`src/rtl/multicycle_ctrl.sv`:
```
// multicycle_ctrl -- multi-cycle instruction sequencer for a simple datapath.
//
// Walks each instruction through FETCH -> DECODE -> EXEC -> (CSETTLE | MEM) ->
// WB -> UPD, with a HALT state that waits for INT. Every output is a register:
// the output block decodes the *next* state and the value lands on the same
// edge as the state change, so each cycle's outputs belong to the state the
// FSM occupies during that cycle.
//
// Parameters
//   ALU_LAT      cycles spent in EXEC (1..15)
//   MEM_TIMEOUT  MEM cycles without memAck before abort (1..255)
//   CMOV_SETTLE  extra flag-settle cycles for CMOV after EXEC (0..7)
//
// Ports
//   clk, rst               clock, synchronous active-high reset
//   opcode[5:0], func[4:0] instruction fields, captured on entry to DECODE
//   INT                    resume request, honoured only in HALT
//   memAck                 memory completion, honoured only in MEM
//   aluOp[3:0], brOp[2:0]  ALU op / branch condition (100 = none)
//   aluSrc, regAluOut, immSel, isCmov, mToReg   datapath selects
//   rdMem, wrMem, wrReg, updPC                  strobes
//   halted, illegal, memErr                     status
module multicycle_ctrl #(
  parameter int ALU_LAT     = 1,
  parameter int MEM_TIMEOUT = 8,
  parameter int CMOV_SETTLE = 1
) (
  input  logic       clk,
  input  logic       rst,
  input  logic [5:0] opcode,
  input  logic [4:0] func,
  input  logic       INT,
  input  logic       memAck,
  output logic [3:0] aluOp,
  output logic [2:0] brOp,
  output logic       aluSrc,
  output logic       regAluOut,
  output logic       immSel,
  output logic       isCmov,
  output logic       mToReg,
  output logic       rdMem,
  output logic       wrMem,
  output logic       wrReg,
  output logic       updPC,
  output logic       halted,
  output logic       illegal,
  output logic       memErr
);

  typedef enum logic [2:0] {
    S_FETCH, S_DECODE, S_EXEC, S_CSETTLE, S_MEM, S_WB, S_UPD, S_HALT
  } state_t;

  localparam logic [5:0] OP_R    = 6'h00;
  localparam logic [5:0] OP_LUI  = 6'h10;
  localparam logic [5:0] OP_LD   = 6'h11;
  localparam logic [5:0] OP_ST   = 6'h12;
  localparam logic [5:0] OP_MOVE = 6'h14;
  localparam logic [5:0] OP_CMOV = 6'h15;
  localparam logic [5:0] OP_BR   = 6'h20;
  localparam logic [5:0] OP_BZ   = 6'h23;
  localparam logic [5:0] OP_HALT = 6'h24;
  localparam logic [5:0] OP_NOP  = 6'h25;
  localparam logic [5:0] OP_LAST = 6'h26;

  // Counter value on the final cycle of each timed state. CSET_LAST is
  // meaningless when CMOV_SETTLE is 0 because CSETTLE is then never entered.
  localparam logic [7:0] EXEC_LAST = 8'(ALU_LAT - 1);
  localparam logic [7:0] CSET_LAST = 8'(CMOV_SETTLE - 1);
  localparam logic [7:0] MEM_LAST  = 8'(MEM_TIMEOUT - 1);
  localparam logic [7:0] MEM_ERR   = 8'(MEM_TIMEOUT);

  state_t     r_state, w_next;
  logic [7:0] r_cnt;
  logic [5:0] r_opc;
  logic [3:0] r_func;

  // Only func[3:0] selects an ALU operation.
  logic w_unused;
  assign w_unused = func[4];

  // While leaving FETCH the instruction is taken straight from the inputs so
  // that DECODE-cycle outputs already reflect it; afterwards the latched copy.
  logic [5:0] w_opc;
  logic [3:0] w_func;
  assign w_opc  = (r_state == S_FETCH) ? opcode      : r_opc;
  assign w_func = (r_state == S_FETCH) ? func[3:0]   : r_func;

  logic       w_legal, w_is_br, w_is_ld, w_is_st, w_is_cmov, w_is_nop, w_is_halt;
  logic       w_alusrc;
  logic [3:0] w_aluop;
  logic [2:0] w_brop;

  always_comb begin
    w_is_br   = (w_opc >= OP_BR) && (w_opc <= OP_BZ);
    w_is_ld   = (w_opc == OP_LD);
    w_is_st   = (w_opc == OP_ST);
    w_is_cmov = (w_opc == OP_CMOV);
    w_is_nop  = (w_opc == OP_NOP);
    w_is_halt = (w_opc == OP_HALT);
    w_legal   = (w_opc <= OP_ST) || (w_opc == OP_MOVE) || w_is_cmov ||
                ((w_opc >= OP_BR) && (w_opc <= OP_LAST));
    w_alusrc  = (w_opc == OP_R) || (w_opc == OP_MOVE) || w_is_cmov;
    w_brop    = w_is_br ? {1'b0, w_opc[1:0]} : 3'b100;
    if (w_opc == OP_R)        w_aluop = w_func - 4'd1;
    else if (w_opc < OP_LUI)  w_aluop = w_opc[3:0] - 4'd1;
    else if (w_opc == OP_LUI) w_aluop = 4'hF;
    else                      w_aluop = 4'h0;
  end

  // Last counted MEM cycle passed without an ack: spend one extra MEM cycle
  // with strobes dropped and memErr raised, then abort to UPD.
  logic w_tmo;
  assign w_tmo = (r_state == S_MEM) && (r_cnt == MEM_LAST) && !memAck;

  // State register, cycle counter and instruction latch.
  always_ff @(posedge clk) begin
    if (rst) begin
      r_state <= S_FETCH;
      r_cnt   <= 8'd0;
      r_opc   <= 6'd0;
      r_func  <= 4'd0;
    end else begin
      r_state <= w_next;
      r_cnt   <= (w_next == r_state) ? r_cnt + 8'd1 : 8'd0;
      if (r_state == S_FETCH) begin
        r_opc  <= opcode;
        r_func <= func[3:0];
      end
    end
  end

  // Next-state logic.
  always_comb begin
    w_next = r_state;
    case (r_state)
      S_FETCH:  w_next = S_DECODE;
      S_DECODE: begin
        if (!w_legal)       w_next = S_UPD;
        else if (w_is_halt) w_next = S_HALT;
        else                w_next = S_EXEC;
      end
      S_EXEC: begin
        if (r_cnt == EXEC_LAST) begin
          if (w_is_ld || w_is_st)      w_next = S_MEM;
          else if (w_is_cmov)          w_next = (CMOV_SETTLE == 0) ? S_WB : S_CSETTLE;
          else if (w_is_br || w_is_nop) w_next = S_UPD;
          else                         w_next = S_WB;
        end
      end
      S_CSETTLE: if (r_cnt == CSET_LAST) w_next = S_WB;
      S_MEM: begin
        if (r_cnt == MEM_ERR) w_next = S_UPD;
        else if (memAck)      w_next = w_is_ld ? S_WB : S_UPD;
      end
      S_WB:     w_next = S_UPD;
      S_UPD:    w_next = S_FETCH;
      S_HALT:   if (INT) w_next = S_UPD;
      default:  w_next = S_FETCH;
    endcase
  end

  // Output decode of the upcoming state.
  logic [3:0] w_aluOp_n;
  logic [2:0] w_brOp_n;
  logic       w_aluSrc_n, w_immSel_n, w_isCmov_n, w_mToReg_n;
  logic       w_rdMem_n, w_wrMem_n, w_wrReg_n, w_updPC_n;
  logic       w_halted_n, w_illegal_n, w_memErr_n;

  always_comb begin
    w_aluOp_n   = 4'h0;
    w_brOp_n    = 3'b100;
    w_aluSrc_n  = 1'b0;
    w_immSel_n  = 1'b0;
    w_isCmov_n  = 1'b0;
    w_mToReg_n  = 1'b0;
    w_rdMem_n   = 1'b0;
    w_wrMem_n   = 1'b0;
    w_wrReg_n   = 1'b0;
    w_updPC_n   = 1'b0;
    w_halted_n  = 1'b0;
    w_illegal_n = 1'b0;
    w_memErr_n  = 1'b0;
    // Selects stay valid for the whole instruction; FETCH shows the idle values.
    if (w_next != S_FETCH) begin
      w_aluOp_n  = w_aluop;
      w_brOp_n   = w_brop;
      w_aluSrc_n = w_alusrc;
      w_immSel_n = w_is_br;
    end
    w_isCmov_n  = w_is_cmov && (w_next inside {S_DECODE, S_EXEC, S_CSETTLE, S_WB});
    w_mToReg_n  = w_is_ld && (w_next == S_WB);
    w_rdMem_n   = w_is_ld && (w_next == S_MEM) && !w_tmo;
    w_wrMem_n   = w_is_st && (w_next == S_MEM) && !w_tmo;
    w_memErr_n  = w_tmo;
    w_wrReg_n   = (w_next == S_WB);
    w_updPC_n   = (w_next == S_UPD);
    w_halted_n  = (w_next == S_HALT);
    w_illegal_n = (w_next == S_DECODE) && !w_legal;
  end

  logic [3:0] r_aluOp;
  logic [2:0] r_brOp;
  logic       r_aluSrc, r_immSel, r_isCmov, r_mToReg;
  logic       r_rdMem, r_wrMem, r_wrReg, r_updPC, r_halted, r_illegal, r_memErr;

  always_ff @(posedge clk) begin
    if (rst) begin
      r_aluOp   <= 4'h0;
      r_brOp    <= 3'b100;
      r_aluSrc  <= 1'b0;
      r_immSel  <= 1'b0;
      r_isCmov  <= 1'b0;
      r_mToReg  <= 1'b0;
      r_rdMem   <= 1'b0;
      r_wrMem   <= 1'b0;
      r_wrReg   <= 1'b0;
      r_updPC   <= 1'b0;
      r_halted  <= 1'b0;
      r_illegal <= 1'b0;
      r_memErr  <= 1'b0;
    end else begin
      r_aluOp   <= w_aluOp_n;
      r_brOp    <= w_brOp_n;
      r_aluSrc  <= w_aluSrc_n;
      r_immSel  <= w_immSel_n;
      r_isCmov  <= w_isCmov_n;
      r_mToReg  <= w_mToReg_n;
      r_rdMem   <= w_rdMem_n;
      r_wrMem   <= w_wrMem_n;
      r_wrReg   <= w_wrReg_n;
      r_updPC   <= w_updPC_n;
      r_halted  <= w_halted_n;
      r_illegal <= w_illegal_n;
      r_memErr  <= w_memErr_n;
    end
  end

  // aluSrc and regAluOut are asserted by the same instruction set.
  assign aluOp     = r_aluOp;
  assign brOp      = r_brOp;
  assign aluSrc    = r_aluSrc;
  assign regAluOut = r_aluSrc;
  assign immSel    = r_immSel;
  assign isCmov    = r_isCmov;
  assign mToReg    = r_mToReg;
  assign rdMem     = r_rdMem;
  assign wrMem     = r_wrMem;
  assign wrReg     = r_wrReg;
  assign updPC     = r_updPC;
  assign halted    = r_halted;
  assign illegal   = r_illegal;
  assign memErr    = r_memErr;

endmodule
```
`config.mk`:
```
export PLATFORM = sky130hd
export DESIGN_NAME = multicycle_ctrl
export DESIGN_NICKNAME = d
export VERILOG_FILES = /design/src/rtl/multicycle_ctrl.sv
export SDC_FILE = /design/constraint.sdc
export NUM_CORES = 1
export LEC_CHECK = 0
export CAP_MARGIN = 5
export CORE_UTILIZATION = 25
export DETAILED_ROUTE_END_ITERATION = 10
export GPL_ROUTABILITY_DRIVEN = 0
export GPL_TIMING_DRIVEN = 0
export SYNTH_ARGS = -nofsm -noshare
export SYNTH_HDL_FRONTEND = slang
export SYNTH_SLANG_ARGS = --single-unit
export TNS_END_PERCENT = 20
```
`constraint.sdc`:
```
create_clock -name clk -period 3.5 [get_ports clk]
set_input_delay 0.7 -clock clk [delete_from_list [all_inputs] [get_ports clk]]
set_output_delay 0.7 -clock clk [all_outputs]
set_load 0.01 [all_outputs]
```
==> impl_metrics.json, run 1 <==
{
  "status": "complete, but fails checks",
  "violations": "DRC",
  "syn_inst": 246,
  "clkTransAtPathRegs_ns": 0.08,
  "finish.net_count": 306,
  "die_y_um": 97.7,
  "rsz0062_at_grt": "yes",
  "wl_um": 5380,
  "cts_sinks": 39,
  "post-place-cells": 385,
  "power_density_nw_per_um2": 858,
  "dpl_worst_slack_ns": -0.345,
  "drc": 4,
  "synth_seq_area_share": 0.341,
  "endpoint_kind": "flip-flop",
  "grtUsageTotal": 0.115,
  "fin_crit_sh": 0.931,
  "drv_cap": 0,
  "avgSynthCellArea_um2": 9.30,
  "die_width_um": 97.7,
  "setup_viol": 0,
  "rows": 34,
  "diodes": 0,
  "drive_above_1_share": 0.155,
  "dieArea_um2": 9540,
  "critPathBufInv": 3,
  "worst_pin_slew_ns": 0.536,
  "synth_edf_count": 0,
  "critPathMaxStageDelay_ns": 0.39,
  "start_kind": "flip-flop",
  "ys_ff_latch": 39,
  "async_flop_share": 0,
  "slew_headroom": 0.639,
  "required_ns": 3.70,
  "synth_area_um2": 2290,
  "min_period_ns": 3.26,
  "core_um2": 8810,
  "ant_nets": 0,
  "via_per_inst": 4.96,
  "grt_busiest_layer": "met2",
  "grt_max_degree": 13,
  "crit_top_cell": "buf_2",
  "start_util": 0.260,
  "grt_pass1_vias": 1857,
  "grt_pass1_wl_um": 8840,
  "htree_num_levels": 2,
  "cts-root-buf": "clkbuf_8",
  "drtIter0Drc": 179,
  "final_common_cell": "dfxtp_1",
  "critPathKind": "reg -> reg",
  "nFillCells": 898,
  "synth_top_flop_cell": "dfxtp_1",
  "drv_slew": 0,
  "setup_ws_ns": 0.241,
  "antenna_found_initial": 0,
  "path_cells": "or3_1 -> buf_2 -> buf_6 -> mux2i_4 -> ha_2 -> or2_1 -> nand3_1 -> a41oi_1 -> o21ai_1 -> and3_1 -> buf_2 -> a2111oi_4",
  "hold_class": "reg -> reg",
  "numPortBuffers": 31,
  "yosysWarnings": 0,
  "gr-total-overflow": 0,
  "cts_tree": "done",
  "vias": 1944,
  "crit_family": "simple AND/OR/NAND/NOR gates",
  "cts_made_buffers": 5,
  "insertion_delay_ns": 0.29,
  "rrSetupSlack_ns": 0.24,
  "hpwl_um": 4080,
  "syn_nets": 268,
  "ir_worst_vdd_mv": 0.240,
  "areaGrowthSynthToFinish_pct": 25.2,
  "crit_slowest_cell": "dfxtp_1",
  "met3_usage": 0.0281,
  "layout_common_cells": "dfxtp_1 (39), clkdlybuf4s50_1 (31), nor2_1 (24), a21oi_1 (14)",
  "synth_cell_type_count": 66,
  "wl_per_cell_um": 13.7,
  "hold_viol": 0,
  "pin_count": 34,
  "use_met2": 0.188,
  "fin_hold_ws_ns": 0.503,
  "fmax_mhz": 307,
  "use_met1": 0.151,
  "p_leak_nw": 1.05,
  "critical_path.max_fanout": 10,
  "cp.arrival_ns": 3.46,
  "finalClockSkew_ns": 0.00650,
  "clockBufferDepth": 2,
  "instances_no_fill": 392,
  "first_pass_iters": 7
}
## area by class of cell
cell class,instances,area [um^2],share of cell area
clock inverters,2,37.5,0.0131
plain buffers,12,70.1,0.0245
well taps,108,135,0.0472
multi-input cells,183,1420,0.494
flip-flops and latches,39,781,0.273
clock buffers,5,68.8,0.0240
inverters,12,45.0,0.0157
repair buffers,31,310,0.108
## sequential cells by signal, summed over array words and instances (netlist names), 3 cells and up
name and count:
r_opc 6, r_cnt 8, r_state 3, r_func 4, brOp 3, aluOp 4
## cells by family after synthesis
group	count (synthesis)	share of synthesized area
and+or+nand+nor	107	0.298
AOI/OAI and AO/OA	46	0.162
DFF	39	0.341
buffers and inverters	24	0.0503
muxes	14	0.0755
xor gates and xnor gates	9	0.0345
adders and majority gates	7	0.0383
## repair_timing
| item | in CTS | in global routing |
|---|---|---|
| pin swaps | 0 | 0 |
| hold buffers | 0 | 0 |
| endpoints found under the setup margin | 1 | 13 |
| buffers inserted | 0 | 0 |
| resized for setup | 1 | 3 |
## cells in the mapped netlist (2+ instances only)
| library cell | count | share of area |
|---|---|---|
| clkbuf_1 | 4 | 0.0066 |
| nor2b_1 | 4 | 0.011 |
| a2111oi_0 | 2 | 0.0077 |
| or3b_1 | 3 | 0.011 |
| xor2_1 | 5 | 0.019 |
| nand3_2 | 2 | 0.0088 |
| mux2i_1 | 9 | 0.039 |
| nor3b_2 | 3 | 0.016 |
| nor3_1 | 7 | 0.015 |
| nand2_1 | 8 | 0.013 |
| ha_1 | 7 | 0.038 |
| dfxtp_1 | 39 | 0.34 |
| nand2b_1 | 3 | 0.0082 |
| buf_2 | 5 | 0.011 |
| a21boi_0 | 2 | 0.0066 |
| mux2i_4 | 2 | 0.020 |
| o221a_1 | 2 | 0.0098 |
| or4_1 | 2 | 0.0066 |
| o21a_1 | 2 | 0.0066 |
| nor3_2 | 8 | 0.035 |
| nand3b_1 | 3 | 0.0098 |
| xnor2_1 | 4 | 0.015 |
| o31a_1 | 2 | 0.0077 |
| a31oi_1 | 3 | 0.0082 |
| and4b_1 | 2 | 0.0088 |
| nand3_1 | 11 | 0.024 |
| nor3b_1 | 3 | 0.0098 |
| nor2_1 | 24 | 0.039 |
| a21oi_1 | 14 | 0.031 |
| a21o_1 | 2 | 0.0066 |
| o21ai_0 | 2 | 0.0044 |
| and3_1 | 5 | 0.014 |
| or3_1 | 6 | 0.016 |
| inv_1 | 11 | 0.018 |
| buf_6 | 2 | 0.0098 |
| mux2_2 | 2 | 0.0098 |
| nor4_1 | 2 | 0.0055 |
## path summary, 6_finish.rpt
path	startpoint	end	cells after the start
hold reg to reg	r_cnt[0]$_SDFF_PP0_	r_cnt[0]$_SDFF_PP0_	1
setup reg to reg	r_state[1]$_SDFF_PP0_	mToReg$_SDFF_PP0_	12
setup / recovery	r_state[1]$_SDFF_PP0_	mToReg$_SDFF_PP0_	12
hold / removal	r_cnt[0]$_SDFF_PP0_	r_cnt[0]$_SDFF_PP0_	1
## stage by stage
stage	TNS, ns	utilization	cell area [um^2]	total power [mW]
detailed placement	-2.43	0.310	2730	2.06
global placement	-1.82	0.310	2730	2.05
CTS	0	0.323	2840	2.44
global route	-0.0176	0.325	2860	2.63
finish	0	0.325	2860	2.46
floorplan	0	-	2290	1.71
## power by group
part / switching (mW) / leakage [nW] / internal, mW
sequential: 0.0703 / 0.318 / 0.538
combinational: 0.838 / 0.685 / 0.639
clock: 0.162 / 0.0502 / 0.208
## routing by layer
metal  routed length, um  vias to the layer above
met4                  74                        0
met2                2500                       49
li1                    -                      975
met3                 264                        8
met1                2540                      912
met5                   0                        -
Note: power is estimated with default switching activity, not from simulation.
==> run 2, diff against run 1 <==
--- a/config.mk
+++ b/config.mk
@@ -5,6 +5,7 @@
 export SDC_FILE = /design/constraint.sdc
 export NUM_CORES = 1
 export LEC_CHECK = 0
+export ABC_CLOCK_PERIOD_IN_PS = 3500
 export CAP_MARGIN = 5
 export CORE_UTILIZATION = 25
 export DETAILED_ROUTE_END_ITERATION = 10
==> results of run 2 <==
Final layout, timing and power as in run 1 (identical DEF).
